[src/rtl/keypad_auth.sv]
// Keypad authentication controller for the smart lock.
// Collects digits, checks them against a stored passcode and issues single-cycle
// unlock/lock command pulses. Repeated failures cause a timed lockout, and an
// unlocked door relocks automatically after a fixed number of cycles.
module keypad_auth #(
  parameter int                  DIGITS         = 4,
  parameter logic [4*DIGITS-1:0] CODE           = 16'h1234,
  parameter int                  MAX_FAILS      = 3,
  parameter int                  LOCKOUT_CYCLES = 1000,
  parameter int                  RELOCK_CYCLES  = 500
) (
  input  logic       i_clk,
  input  logic       i_rst_n,
  input  logic       i_key_valid,
  input  logic [3:0] i_key_code,
  output logic       o_unlock,
  output logic       o_lock,
  output logic       o_lockout,
  output logic [2:0] o_fail_count,
  output logic [3:0] o_digit_count
);

  // One timer serves both the relock and the lockout interval; it is sized for the longer one.
  localparam int LW = $clog2(LOCKOUT_CYCLES) + 1;
  localparam int RW = $clog2(RELOCK_CYCLES) + 1;
  localparam int CW = (LW > RW) ? LW : RW;
  localparam int EW = 4 * DIGITS;

  localparam logic [CW-1:0] LOCK_LOAD   = CW'(LOCKOUT_CYCLES);
  localparam logic [CW-1:0] RELOCK_LOAD = CW'(RELOCK_CYCLES);
  localparam logic [CW-1:0] TIMER_LAST  = CW'(1);
  localparam logic [3:0]    DIG_MAX     = 4'(DIGITS);
  localparam logic [2:0]    FAIL_MAX    = 3'(MAX_FAILS);

  localparam logic [3:0] K_CLEAR = 4'hA;
  localparam logic [3:0] K_ENTER = 4'hB;
  localparam logic [3:0] K_LOCK  = 4'hC;

  typedef enum logic [1:0] {S_INIT, S_IDLE, S_UNLOCKED, S_LOCKOUT} state_t;

  state_t          r_state;
  logic [EW-1:0]   r_entry;
  logic            r_ovf;
  logic [CW-1:0]   r_timer;
  logic            r_unlock;
  logic            r_lock;
  logic            r_lockout;
  logic [2:0]      r_fail;
  logic [3:0]      r_digits;

  logic            w_is_digit;
  logic            w_is_clear;
  logic            w_is_enter;
  logic            w_is_lock;
  logic            w_match;
  logic            w_timer_done;
  logic [2:0]      w_fail_next;
  logic [EW-1:0]   w_shifted;

  assign w_is_digit   = i_key_valid && (i_key_code <= 4'd9);
  assign w_is_clear   = i_key_valid && (i_key_code == K_CLEAR);
  assign w_is_enter   = i_key_valid && (i_key_code == K_ENTER);
  assign w_is_lock    = i_key_valid && (i_key_code == K_LOCK);
  // New digits enter at the low nibble, so the first digit ends up most significant.
  assign w_shifted    = EW'({r_entry, i_key_code});
  assign w_match      = (r_digits == DIG_MAX) && !r_ovf && (r_entry == CODE);
  assign w_fail_next  = r_fail + 3'd1;
  // The timer is loaded with N and the state is left on the edge where it would reach 0,
  // giving exactly N cycles in UNLOCKED/LOCKOUT.
  assign w_timer_done = (r_timer <= TIMER_LAST);

  assign o_unlock      = r_unlock;
  assign o_lock        = r_lock;
  assign o_lockout     = r_lockout;
  assign o_fail_count  = r_fail;
  assign o_digit_count = r_digits;

  // Control FSM with registered command pulses, entry capture and interval timing.
  always_ff @(posedge i_clk or negedge i_rst_n) begin
    if (!i_rst_n) begin
      r_state   <= S_INIT;
      r_entry   <= '0;
      r_ovf     <= 1'b0;
      r_timer   <= '0;
      r_unlock  <= 1'b0;
      r_lock    <= 1'b0;
      r_lockout <= 1'b0;
      r_fail    <= '0;
      r_digits  <= '0;
    end else begin
      r_unlock <= 1'b0;
      r_lock   <= 1'b0;
      case (r_state)
        S_INIT: begin
          r_lock  <= 1'b1;
          r_state <= S_IDLE;
        end
        S_IDLE: begin
          if (w_is_digit) begin
            if (r_digits < DIG_MAX) begin
              r_entry  <= w_shifted;
              r_digits <= r_digits + 4'd1;
            end else begin
              r_ovf <= 1'b1;
            end
          end else if (w_is_clear) begin
            r_entry  <= '0;
            r_digits <= '0;
            r_ovf    <= 1'b0;
          end else if (w_is_enter) begin
            r_entry  <= '0;
            r_digits <= '0;
            r_ovf    <= 1'b0;
            if (w_match) begin
              r_unlock <= 1'b1;
              r_fail   <= '0;
              r_timer  <= RELOCK_LOAD;
              r_state  <= S_UNLOCKED;
            end else if (w_fail_next == FAIL_MAX) begin
              r_fail    <= '0;
              r_timer   <= LOCK_LOAD;
              r_lockout <= 1'b1;
              r_state   <= S_LOCKOUT;
            end else begin
              r_fail <= w_fail_next;
            end
          end else if (w_is_lock) begin
            r_lock   <= 1'b1;
            r_entry  <= '0;
            r_digits <= '0;
            r_ovf    <= 1'b0;
          end
        end
        S_UNLOCKED: begin
          // Expiry and lock key share one branch, so a coincidence yields a single pulse.
          if (w_timer_done || w_is_lock) begin
            r_lock  <= 1'b1;
            r_timer <= '0;
            r_state <= S_IDLE;
          end else begin
            r_timer <= r_timer - 1'b1;
          end
        end
        S_LOCKOUT: begin
          // The door is already locked here, so leaving lockout emits no pulse.
          if (w_timer_done) begin
            r_lockout <= 1'b0;
            r_timer   <= '0;
            r_state   <= S_IDLE;
          end else begin
            r_timer <= r_timer - 1'b1;
          end
        end
        default: r_state <= S_INIT;
      endcase
    end
  end

endmodule

[config.mk]
export PLATFORM = sky130hd
export DESIGN_NAME = keypad_auth
export DESIGN_NICKNAME = d
export VERILOG_FILES = /design/src/rtl/keypad_auth.sv
export SDC_FILE = /design/constraint.sdc
export NUM_CORES = 1
export LEC_CHECK = 0
export ABC_AREA = 1
export CORE_MARGIN = 4
export CORE_UTILIZATION = 50
export DETAILED_ROUTE_END_ITERATION = 6
export PLACE_DENSITY_LB_ADDON = 0.3
export SKIP_CTS_REPAIR_TIMING = 1
export SLEW_MARGIN = 40
export SYNTH_ARGS = -nofsm -noshare
export SYNTH_HDL_FRONTEND = slang
export SYNTH_SLANG_ARGS = --single-unit
[constraint.sdc]
create_clock -name i_clk -period 2.09 [get_ports i_clk]
set_input_delay 0.5225 -clock i_clk [delete_from_list [all_inputs] [get_ports i_clk]]
set_output_delay 0.5225 -clock i_clk [all_outputs]
set_load 0.02 [all_outputs]
; After elaboration in Yosys (flattened, before gate mapping)
; Cells that the tools add are included.
[totals]
ff_bits = 40
latchBits = 0
mem_bits_rw = 0
mem_bits_ro = 0
out_inout_bits = 10
n_memories = 0
[classes]
add_sub_neg = 3
multipliers = 0
div_mod_pow = 0
order_cmp = 3
n_eq_ne = 19
n_shift = 0
mux = 51
bitwise_logic = 2
n_reduce_logical = 18
[ops]
columns = op, n
row1 = $mux 16, 5
row2 = $mux 11, 7
row3 = $pmux 11 s3, 1
row4 = $mux 1, 21
row5 = $mux 4, 5
row6 = $eq 16x13->1 const B, 1
row7 = $ne 2x2->1 const B, 8
row8 = $mux 2, 7
row9 = $eq 4x4->1 const B, 3
row10 = $le 11x1->1 const B, 1
row11 = $sub 11x1->11 const B, 1
row12 = $pmux 2 s4, 1
row13 = $reduce_and 7->1, 1
row14 = $logic_and 1x1->1, 6
row15 = $mux 3, 2
row16 = $reduce_and 3->1, 2
row17 = $reduce_and 6->1, 1
row18 = $reduce_and 5->1, 1
row19 = $add 4x1->4 const B, 1
row20 = $eq 2x2->1 const B, 2
row21 = $eq 4x3->1 const B, 1
row22 = $le 4x4->1 const B, 1
row23 = $lt 4x3->1 const B, 1
row24 = $reduce_and 4->1, 1
row25 = other kinds (14), 15

; Depth between registers and ports, before layout
; Gate-level depths: netlist (run 1).
[depth]
ltp_word = 8
ltp_mapped = 12
mapped_depth_nobuf = 11

; Worst setup path after synthesis (run 1)
; Ideal clock, no wire load.
[synth_timing]
kind = flip-flop to flip-flop
start = reg r_digits[0], in the netlist o_digit_count[0]
end = reg r_timer[2]
arrival_ns = 1.470
required_time_ns = 2.025
path_slack_ns = 0.555
stages_incl_launch_ff = 11
n_path_buf = 0
path_cell_list = dfrtp_1 > inv_1 > ha_1 > nand3_1 > nor2_1 > nand3_1 > nand2_1 > nand3_1 > nand2_2 > nand2_1 > nand2_1
[synth_via]
elab_chain_cells = 8
word_cells_on_any_way = 10
classes_between = 2 x eq/ne / 5 x mux / 3 x reduce/logical
[synth_rtl]
columns = element, line_no
row1 = "start, declared", 49  ; logic [3:0] r_digits;
row2 = "start signal, assigned", 102  ; r_digits <= r_digits + 4'd1;
row3 = $eq 4x3->1 (*), 66  ; assign w_match = (r_digits == DIG_MAX) && !r_ovf && (r_entry == CODE);
row4 = $logic_and 1x1->1 (*) (2 in a row), 66
row5 = $mux 11, 114  ; if (w_match) begin
row6 = $mux 11, 110  ; end else if (w_is_enter) begin
row7 = $mux 11, 106  ; end else if (w_is_clear) begin
row8 = $mux 11, 99  ; if (w_is_digit) begin
row9 = $pmux 11 s3, 93  ; case (r_state)
row10 = "end signal, assigned", 141  ; r_timer <= r_timer - 1'b1;
row11 = "end signal, assigned", 151  ; r_timer <= r_timer - 1'b1;
row12 = "end, declared", 44  ; logic [CW-1:0] r_timer;
; Mark *: on every way between the ends. The rest lies on a longest branch, timed or not. The select of a mux whose other input is x is not followed.
; A chain may end at the register's enable or synchronous reset.

; Worst setup path after layout (run 1)
[layout_timing]
start = reg r_fail[1], in the netlist o_fail_count[1]
end = out o_fail_count[1]
[layout_lines]
columns = element, line_no
row1 = "start, declared", 48  ; logic [2:0] r_fail;
row2 = "start signal, assigned", 125  ; r_fail <= w_fail_next;
row3 = "end, declared", 19  ; output logic [2:0] o_fail_count,
; No word-level cell between the ends.

==> metrics.md, run 1 <==
| Metric | Value |
|---|---|
| # IOs | `17` |
| Row count | `24` |
| Die X | `approximately 75 microns` |
| Worst-Margin Slew | `0.507 ns` |
| Cell family with most CP delay | `buffers and inverters` |
| Antenna violations before repair | `0` |
| Max VDD drop | `between 0.6 and 0.7 mV` |
| Commonest cells after routing, fill and taps aside | `nand2_1 (116), dfrtp_1 (40), nor2_1 (32)` |
| Detailed placement HPWL | `approximately 3400 microns` |
| Fmax | `0.540 GHz` |
| Initial core utilization | `between 50% and 60%` |
| Crit path capture type | `output port` |
| CP peak stage delay | `a little over 0.6 ns` |
| ANT cells | `0` |
| Leading area contributor after synthesis | `dfrtp_1` |
| Yosys reg bits | `40` |
| Yosys cell types | `29` |
| Total CTS buffers | `5` |
| Worst EP required | `between 1.5 and 2 ns` |
| Initial drt markers | `between 150 and 200` |
| Final worst slack | `between 0.2 and 0.25 ns` |
| Hold Crit Class | `in2async` |
| Period utilisation layout | `88.6%` |
| Placeable Area | `~0.0044 sq mm` |
| Min cycle time layout | `around 1.9 ns` |
| Buffer depth of the longest clock path | `2` |
| Commonest non-fill, non-tap cell in the layout | `nand2_1` |
| Die H | `roughly 75 microns` |
| Crit-path slowest cell | `clkdlybuf4s50_1` |
| Post-Syn Area per Cell | `7.54 sq um` |
| Buffers on Ports | `16` |
| Final core occ | `about 60%` |
| Drt first pass iters | `4` |
| Clock transition at path regs | `~0.080 ns` |
| DRC Markers | `0` |
| Post-Syn Area | `around 0.0022 sq mm` |
| Final net count | `339` |
| Dpl cells | `371` |
| Syn Inst Count | `297` |
| Total power | `between 3 and 4 mW` |
| Layout cell share with drive strength beyond 1 | `a little under a tenth` |
| Pre-CTS setup slack | `-0.0515 ns` |
| Worst-Skew Late Latency | `slightly below 0.3 ns` |
| CP bufs+invs | `1` |
| Yosys warns | `0` |
| Slew HR | `about two thirds` |
| Critical path type | `reg2out` |
| Placer Congestion | `a little over 0.8` |
| Via-to-Cell Ratio | `approximately 5.1` |
| Synth Net Count | `310` |
| Top post-synthesis cells by area | `dfrtp_1 (45%), nand2_1 (19%), nor2_1 (5.4%)` |
| Finished Layout Cells | `around 380` |
| Root Buffer | `clkbuf_8` |
| Cell Pwr Density | `1180 mW/mm^2` |
| Layout area overhead | `16.9%` |
| First-pass GRT wire length | `8280 microns` |
| Unrepaired setup endpoints after global routing | `no` |
| Total Routing Usage GR | `19.4%` |
| Via count | `~1900` |
| WL final | `around 4600 microns` |
| Status | `finished, final reports clean` |
| ANT nets after route | `0` |
| Highest net fanout along the worst path | `4` |
| H-tree level count | `2` |
| Final clock skew | `roughly 0.0064 ns` |
| Max-cap violations | `0` |
| GRT overflow | `0` |
| CTS tree | `yes` |
| Cell Area, Placed | `approximately 0.0025 sq mm` |
| Yosys top cell area share | `between 40 and 50%` |
| Post-route cell area | `around 0.0026 sq mm` |
| Final setup fails | `0` |
| Clk sinks | `40` |
| DR WL/cell | `about 12 microns` |
| Slew Viols, Final | `0` |
| Vias in the first global route | `around 1800` |
| Leakage power | `about 1.4 nW` |
| Die area | `~0.0056 sq mm` |
| CP startpoint kind | `register` |
| Register area share after synthesis | `between 40 and 50%` |
| Fin. Hold Viols | `0` |
| Worst EP arrival | `around 1.3 ns` |
| Pin count of the biggest net entering global routing | `slightly above 40` |
| CP Cell Sequence | `clkdlybuf4s50_1` |
## cell families (layout without fill, tap and decap cells)
logic type / after synthesis / after routing / synth area share, %
AOI/OAI and AO/OA: 19 / 19 / 5.08
xor gates and xnor gates: 7 / 7 / 2.74
adders and majority gates: 6 / 6 / 3.35
buffers and inverters: 38 / 68 / 7.37
DFF: 40 / 40 / 44.7
and+or+nand+nor: 187 / 187 / 36.8
## area by class of cell
type	count	area, sq um
Clock buffer	6	72.6
Multi-Input combinational cell	219	1070
Timing Repair Buffer	26	243
Tap cell	52	65.1
Sequential cell	40	1000
Inverter	34	128
Clock inverter	2	35.0
Fill cell	395	1740
## routing by layer
| metal | wire length (microns) | vias up | part of all wire [%] | global-route usage [%] |
|---|---|---|---|---|
| met5 | 0 | - | 0 | 0 |
| met4 | 57 | 0 | 1.2 | 6.92 |
| li1 | - | 985 | - | - |
| met3 | 280 | 5 | 6.0 | 4.14 |
| met1 | 2300 | 866 | 50 | 28.5 |
| met2 | 2010 | 58 | 43 | 28.2 |
## power by group
part           internal (mW)  total, mW  switching, mW
Clock                  0.354      0.620          0.266
Sequential             0.974       1.19          0.221
Combinational          0.507       1.28          0.771
## metrics by stage
step | setup TNS (ns) | hold WS (ns)
final | 0 | 0.280
after CTS | 0 | 0.298
after global placement | -0.358 | 0.457
after floorplan | 0 | 0.227
after global routing | 0 | 0.330
after detailed placement | -0.437 | 0.465
## sequential cells by signal (all words and copies together), names as in the netlist
register and flops:
o_lockout 1, o_fail_count 3, o_digit_count 4, r_state 2
r_ovf 1, r_timer 11, o_unlock 1, o_lock 1
r_entry 16
## final timing paths
check                                        startpoint                     end  slack, ns  depth (start not counted)
setup reg to reg           o_digit_count[0]$_DFFE_PN0P_  r_timer[2]$_DFFE_PN0P_       0.26                         10
hold reg to reg                  r_entry[2]$_DFFE_PN0P_  r_entry[6]$_DFFE_PN0P_       0.48                          2
max in group asynchronous                       i_rst_n  r_entry[7]$_DFFE_PN0P_       1.46                          2
min in group i_clk               r_entry[2]$_DFFE_PN0P_  r_entry[6]$_DFFE_PN0P_       0.48                          2
setup / recovery            o_fail_count[1]$_DFFE_PN0P_         o_fail_count[1]       0.24                          1
hold / removal                                  i_rst_n  r_timer[7]$_DFFE_PN0P_       0.28                          2
## cell usage after synthesis, drive strengths merged
library cell,number
nor3,4
ha,6
nand4,8
inv,33
xor2,4
nand2,119
o21ai,10
or2,1
nor3b,1
nor2,33
nand3b,1
clkinv,1
nand3,19
o31ai,2
and2,1
xnor2,3
dfrtp,40
a21oi,5
o22ai,2
buf,4
Power figures use the tool's default switching activity.
==> run 2, diff against run 1 <==
--- a/config.mk
+++ b/config.mk
@@ -11,7 +11,6 @@
 export DETAILED_ROUTE_END_ITERATION = 6
 export PLACE_DENSITY_LB_ADDON = 0.3
 export SKIP_CTS_REPAIR_TIMING = 1
-export SLEW_MARGIN = 40
 export SYNTH_ARGS = -nofsm -noshare
 export SYNTH_HDL_FRONTEND = slang
 export SYNTH_SLANG_ARGS = --single-unit
==> constraint.sdc (replaced) <==
create_clock -name i_clk -period 2.3 [get_ports i_clk]
set_input_delay 0.575 -clock i_clk [delete_from_list [all_inputs] [get_ports i_clk]]
set_output_delay 0.575 -clock i_clk [all_outputs]
set_load 0.02 [all_outputs]
==> run 2 against run 1 <==
Net effect: die area unchanged; register-to-register slack better by 0.28 ns; wire length down 4.2%; via count down 1.9%; clock power down 25%; total power down 14%; first-iteration DRC count down 18%; flip-flop and latch count unchanged; sequential share of layout area up 0.97 points; largest cell class unchanged.
==> metrics.md, run 2 (synthesized netlist as in run 1, its figures left out) <==
| Metric | Value |
|---|---|
| Die area | `around 0.0056 sq mm` |
| Placeable Area | `between 0.004 and 0.005 sq mm` |
| Max VDD drop | `between 0.5 and 0.6 mV` |
| Unrepaired setup endpoints after global routing | `no` |
| Via-to-Cell Ratio | `between 5 and 6` |
| Placer Congestion | `0.860` |
| Total power | `2.67 mW` |
| Crit path capture type | `register` |
| Beginning of the critical path | `i_key_code[3]` |
| Cell Area, Placed | `0.00246 sq mm` |
| Root Buffer | `clkbuf_8` |
| CTS tree | `yes` |
| Antenna violations before repair | `0` |
| CP startpoint kind | `input pin` |
| Post-route setup TNS | `0 ns` |
| DR WL/cell | `11.9 microns` |
| Detailed placement HPWL | `3400 microns` |
| Pin count of the biggest net entering global routing | `41` |
| WL final | `4450 microns` |
| Via count | `about 1900` |
| H-tree level count | `2` |
| Post-route cell area | `between 0.002 and 0.003 sq mm` |
| Worst EP arrival | `about 2.2 ns` |
| Layout area overhead | `14.0%` |
| Fmax | `~0.5 GHz` |
| Leakage power | `around 1.3 nW` |
| R2r startpoint | `o_digit_count[0]$_DFFE_PN0P_` |
| Period utilisation layout | `86.7%` |
| Max-cap violations | `0` |
| Worst EP required | `between 2 and 3 ns` |
| Slew Viols, Final | `0` |
| ANT cells | `0` |
| Drt first pass iters | `5` |
| Buffers on Ports | `16` |
| Commonest cells after routing, fill and taps aside | `nand2_1 (116), dfrtp_1 (40), nor2_1 (32)` |
| Highest net fanout along the worst path | `5` |
| Row count | `24` |
| DRC Markers | `0` |
| Worst-Skew Late Latency | `around 0.28 ns` |
| Die H | `roughly 75 microns` |
| Largest Register | `r_entry` |
| ANT nets after route | `0` |
| Total Routing Usage GR | `~18%` |
| Slew HR | `65.1%` |
| Cell Pwr Density | `between 1000 and 1500 mW/mm^2` |
| Worst hold slack | `between 0.3 and 0.4 ns` |
| Final core occ | `58.6%` |
| Fin. Hold Viols | `0` |
| Critical path type | `in2reg` |
| Final setup fails | `0` |
| # IOs | `17` |
| Initial core utilization | `51.4%` |
| Buffer depth of the longest clock path | `2` |
| Initial drt markers | `138` |
| Commonest non-fill, non-tap cell in the layout | `nand2_1` |
| Clk sinks | `40` |
| Fill cells | `approximately 390` |
| Clock transition at path regs | `0.07 ns` |
| Final clock skew | `between 0.005 and 0.006 ns` |
| GRT overflow | `0` |
| Status | `finished, final reports clean` |
| Die X | `74.9 microns` |
| Worst-Margin Slew | `between 0.5 and 0.6 ns` |
| Min cycle time layout | `1.99 ns` |
| Total CTS buffers | `5` |
| Max reg flops | `16` |
| Layout cell share with drive strength beyond 1 | `~8.4%` |
| Final net count | `between 300 and 400` |
| Vias in the first global route | `roughly 1700` |
| First-pass GRT wire length | `just under 8000 microns` |
| Hold Crit Class | `in2async` |
==> run 2: worst paths after layout <==
check,to,slack (ns),depth (start not counted)
min in group i_clk,r_entry[13]$_DFFE_PN0P_,0.47,2
max in group asynchronous,o_digit_count[2]$_DFFE_PN0P_,1.61,2
worst max-delay path,r_timer[8]$_DFFE_PN0P_,0.31,7
worst min-delay path,r_timer[7]$_DFFE_PN0P_,0.35,2
worst max register to register,r_timer[4]$_DFFE_PN0P_,0.54,10
worst min register to register,r_entry[13]$_DFFE_PN0P_,0.47,2
==> run 2: critical path, cell delays in order <==
cell,delay (ns)
clkdlybuf4s50_1,0.55
nand4_1,0.17
nor2_1,0.29
nand2_1,0.21
inv_1,0.19
a21oi_1,0.10
nor2_1,0.12
==> run 2: metal layers <==
layer / vias up / wire length (microns) / track usage, %
met5: - / 0 / 0
li1: 977 / - / -
met4: 0 / 22 / 3.36
met3: 2 / 171 / 3.87
met1: 869 / 2310 / 26.3
met2: 30 / 1950 / 26.7
==> run 2: layout make-up <==
type | instances | area, sq um | share of cell area [%]
multi-input combinational | 219 | 1070 | 42.1
sequential | 40 | 1000 | 39.2
timing repair buffer | 21 | 193 | 7.55
inverter | 34 | 128 | 5.00
clock buffer | 6 | 82.6 | 3.24
tap | 52 | 65.1 | 2.55
clock inverter | 2 | 10.0 | 0.392
==> run 2: metrics by stage <==
step	setup slack, ns	instances
finish	0.305	374
global route	0.144	374
CTS	0.328	374
detailed placement	0.0307	366
global placement	0.0376	366
floorplan	0.732	297
==> run 2: where the power goes <==
part           switching, mW  internal (mW)
sequential             0.199          0.885
clock                  0.223          0.239
combinational          0.681          0.443
==> run 3, diff against run 2 <==
--- a/config.mk
+++ b/config.mk
@@ -8,9 +8,11 @@
 export ABC_AREA = 1
 export CORE_MARGIN = 4
 export CORE_UTILIZATION = 50
+export CTS_BUF_LIST = sky130_fd_sc_hd__clkbuf_16
 export DETAILED_ROUTE_END_ITERATION = 6
 export PLACE_DENSITY_LB_ADDON = 0.3
 export SKIP_CTS_REPAIR_TIMING = 1
 export SYNTH_ARGS = -nofsm -noshare
 export SYNTH_HDL_FRONTEND = slang
 export SYNTH_SLANG_ARGS = --single-unit
+export TNS_END_PERCENT = 100
==> run 3 against run 2 <==
Net effect: clock skew is 0.0012 ns lower; critical path type unchanged; register-to-register slack hardly changed; combinational power hardly changed; worst setup slack worse by 0.029 ns; fmax is 1.4% lower; largest power group unchanged; global-route usage is 1.1 points higher; via count is 1.2% higher.
==> metrics.md, run 3 (synthesized netlist as in run 1, its figures left out) <==
| Metric | Value |
|---|---|
| Status | `finished, final reports clean` |
| DRC Markers | `0` |
| Fmax | `0.494 GHz` |
| Dpl cells | `between 300 and 400` |
| Busiest layer in global routing | `met2` |
| Worst EP required | `2.51 ns` |
| Clk network pwr share | `22.8%` |
| Total CTS buffers | `5` |
| Pin count of the biggest net entering global routing | `41` |
| Initial core utilization | `51.4%` |
| Leakage power | `around 1.3 nW` |
| Commonest cells after routing, fill and taps aside | `nand2_1 (116), dfrtp_1 (40), nor2_1 (32)` |
| H-tree level count | `2` |
| Max reg flops | `16` |
| ANT cells | `0` |
| Final worst slack | `roughly 0.28 ns` |
| Max VDD drop | `a little under 0.6 mV` |
| R2R depth | `10` |
| Finished Layout Cells | `roughly 370` |
| R2r startpoint | `o_digit_count[0]$_DFFE_PN0P_` |
| Layout area overhead | `16.0%` |
| Placeable Area | `between 0.004 and 0.005 sq mm` |
| CP startpoint kind | `input pin` |
| RR Endpoint | `r_timer[4]$_DFFE_PN0P_` |
| Comb power frac | `39.3%` |
| ANT nets after route | `0` |
| Clk sinks | `40` |
| Placer Congestion | `between 0.8 and 0.9` |
| Slew Viols, Final | `0` |
| Row count | `24` |
| Initial drt markers | `175` |
| Hold Crit Class | `in2async` |
| Worst EP arrival | `2.23 ns` |
| Grt met2 use | `a little over a quarter` |
| Fill cells | `between 300 and 400` |
| WL final | `around 4700 microns` |
| Highest net fanout along the worst path | `5` |
| Crit path capture type | `register` |
| Period utilisation layout | `88.0%` |
| Final net count | `334` |
| First-pass GRT wire length | `around 8000 microns` |
| Worst-Margin Slew | `around 0.57 ns` |
| Drt first pass iters | `4` |
| Clock transition at path regs | `around 0.050 ns` |
| Pre-CTS setup slack | `~0.031 ns` |
| Root Buffer | `clkbuf_16` |
| Via-to-Cell Ratio | `5.08` |
| Fin. Hold Viols | `0` |
| Met1 usage | `between 20 and 30%` |
| # IOs | `17` |
| Via count | `1900` |
| Layout cell share with drive strength beyond 1 | `a little over 8%` |
| Reg2reg setup slack | `about 0.53 ns` |
| CTS tree | `yes` |
| Largest Register | `r_entry` |
| GR Layer Usage met3 | `4.67%` |
| GRT overflow | `0` |
| Vias in the first global route | `between 1500 and 2000` |
| Net switching power | `between 1 and 1.5 mW` |
| Critical path type | `in2reg` |
| Detailed placement HPWL | `between 3000 and 4000 microns` |
| Power Internal | `between 1.5 and 2 mW` |
| Unrepaired setup endpoints after global routing | `no` |
| Final clock skew | `~0.0038 ns` |
| Die H | `74.9 microns` |
| Reg power frac | `37.9%` |
| Sw Share | `between 40% and 50%` |
| Die X | `approximately 75 microns` |
| Slew HR | `62.1%` |
| Post-route setup TNS | `0 ns` |
| Max-cap violations | `0` |
| Worst-Skew Late Latency | `~0.28 ns` |
| DR WL/cell | `12.5 microns` |
| Die area | `roughly 0.0056 sq mm` |
| Total Routing Usage GR | `18.8%` |
| Min cycle time layout | `2.02 ns` |
| Cell Pwr Density | `1110 mW/mm^2` |
| Buffers on Ports | `16` |
| Final setup fails | `0` |
| Antenna violations before repair | `0` |
| Commonest non-fill, non-tap cell in the layout | `nand2_1` |
| Buffer depth of the longest clock path | `2` |
[run 3: cell types whose count changed in the layout (fill, tap and decap cells not counted)]
cell	previous run	this run
clkbuf_16	0	5
clkbuf_8	6	0
clkinv_1	1	2
[run 3: power by group through the flow]
| stage | Clock, mW | Combinational (mW) | Sequential, mW |
|---|---|---|---|
| 2_1_floorplan | 0 | 0.791 | 1.10 |
| 3_3_place_gp | 0 | 1.10 | 1.09 |
| 3_5_place_dp | 0 | 1.12 | 1.10 |
| 4_1_cts | 0.664 | 1.13 | 1.09 |
| 5_1_grt | 0.694 | 1.29 | 1.12 |
| 6_report | 0.656 | 1.13 | 1.09 |
[run 3: worst max-delay path: stages]
cell             delay (ns)
clkdlybuf4s50_1        0.55
nand4_1                0.17
nor2_1                 0.29
nand2_1                0.21
inv_1                  0.20
a21oi_1                0.10
nor2_1                 0.12
[run 3: routing by layer]
metal | wire length [microns] | share of wire (%)
met3 | 182 | 3.9
met1 | 2380 | 51
met2 | 2020 | 43
met5 | 0 | 0
met4 | 72 | 1.5
[run 3: how the worst max path moves through the flow]
stage | slack (ns) | endpoint | from
6_report | 0.28 | r_timer[8]$_DFFE_PN0P_ | i_key_code[3]
3_3_place_gp | 0.04 | r_timer[2]$_DFFE_PN0P_ | i_key_code[3]
2_1_floorplan | 0.73 | r_entry[15]$_DFFE_PN0P_ | i_key_code[1]
5_1_grt | 0.12 | r_timer[2]$_DFFE_PN0P_ | i_key_code[3]
3_5_place_dp | 0.03 | r_timer[2]$_DFFE_PN0P_ | i_key_code[3]
4_1_cts | 0.31 | r_timer[2]$_DFFE_PN0P_ | i_key_code[3]
[run 3: layout make-up]
cell class | count | area, sq um | share of cell area (%)
Clock buffer | 5 | 125 | 4.81
Clock inverter | 3 | 13.8 | 0.530
Inverter | 34 | 128 | 4.91
Multi-Input combinational cell | 219 | 1070 | 41.3
Sequential cell | 40 | 1000 | 38.5
Tap cell | 52 | 65.1 | 2.50
Timing Repair Buffer | 21 | 193 | 7.41
[run 3: stage by stage]
step	hold WS (ns)	instance area (sq um)	total power [mW]	util (%)
2_1_floorplan	0.279	2240	1.89	-
3_3_place_gp	0.459	2460	2.19	56.5
3_5_place_dp	0.460	2460	2.22	56.5
4_1_cts	0.372	2600	2.89	59.7
5_1_grt	0.414	2600	3.10	59.7
6_report	0.349	2600	2.88	59.7
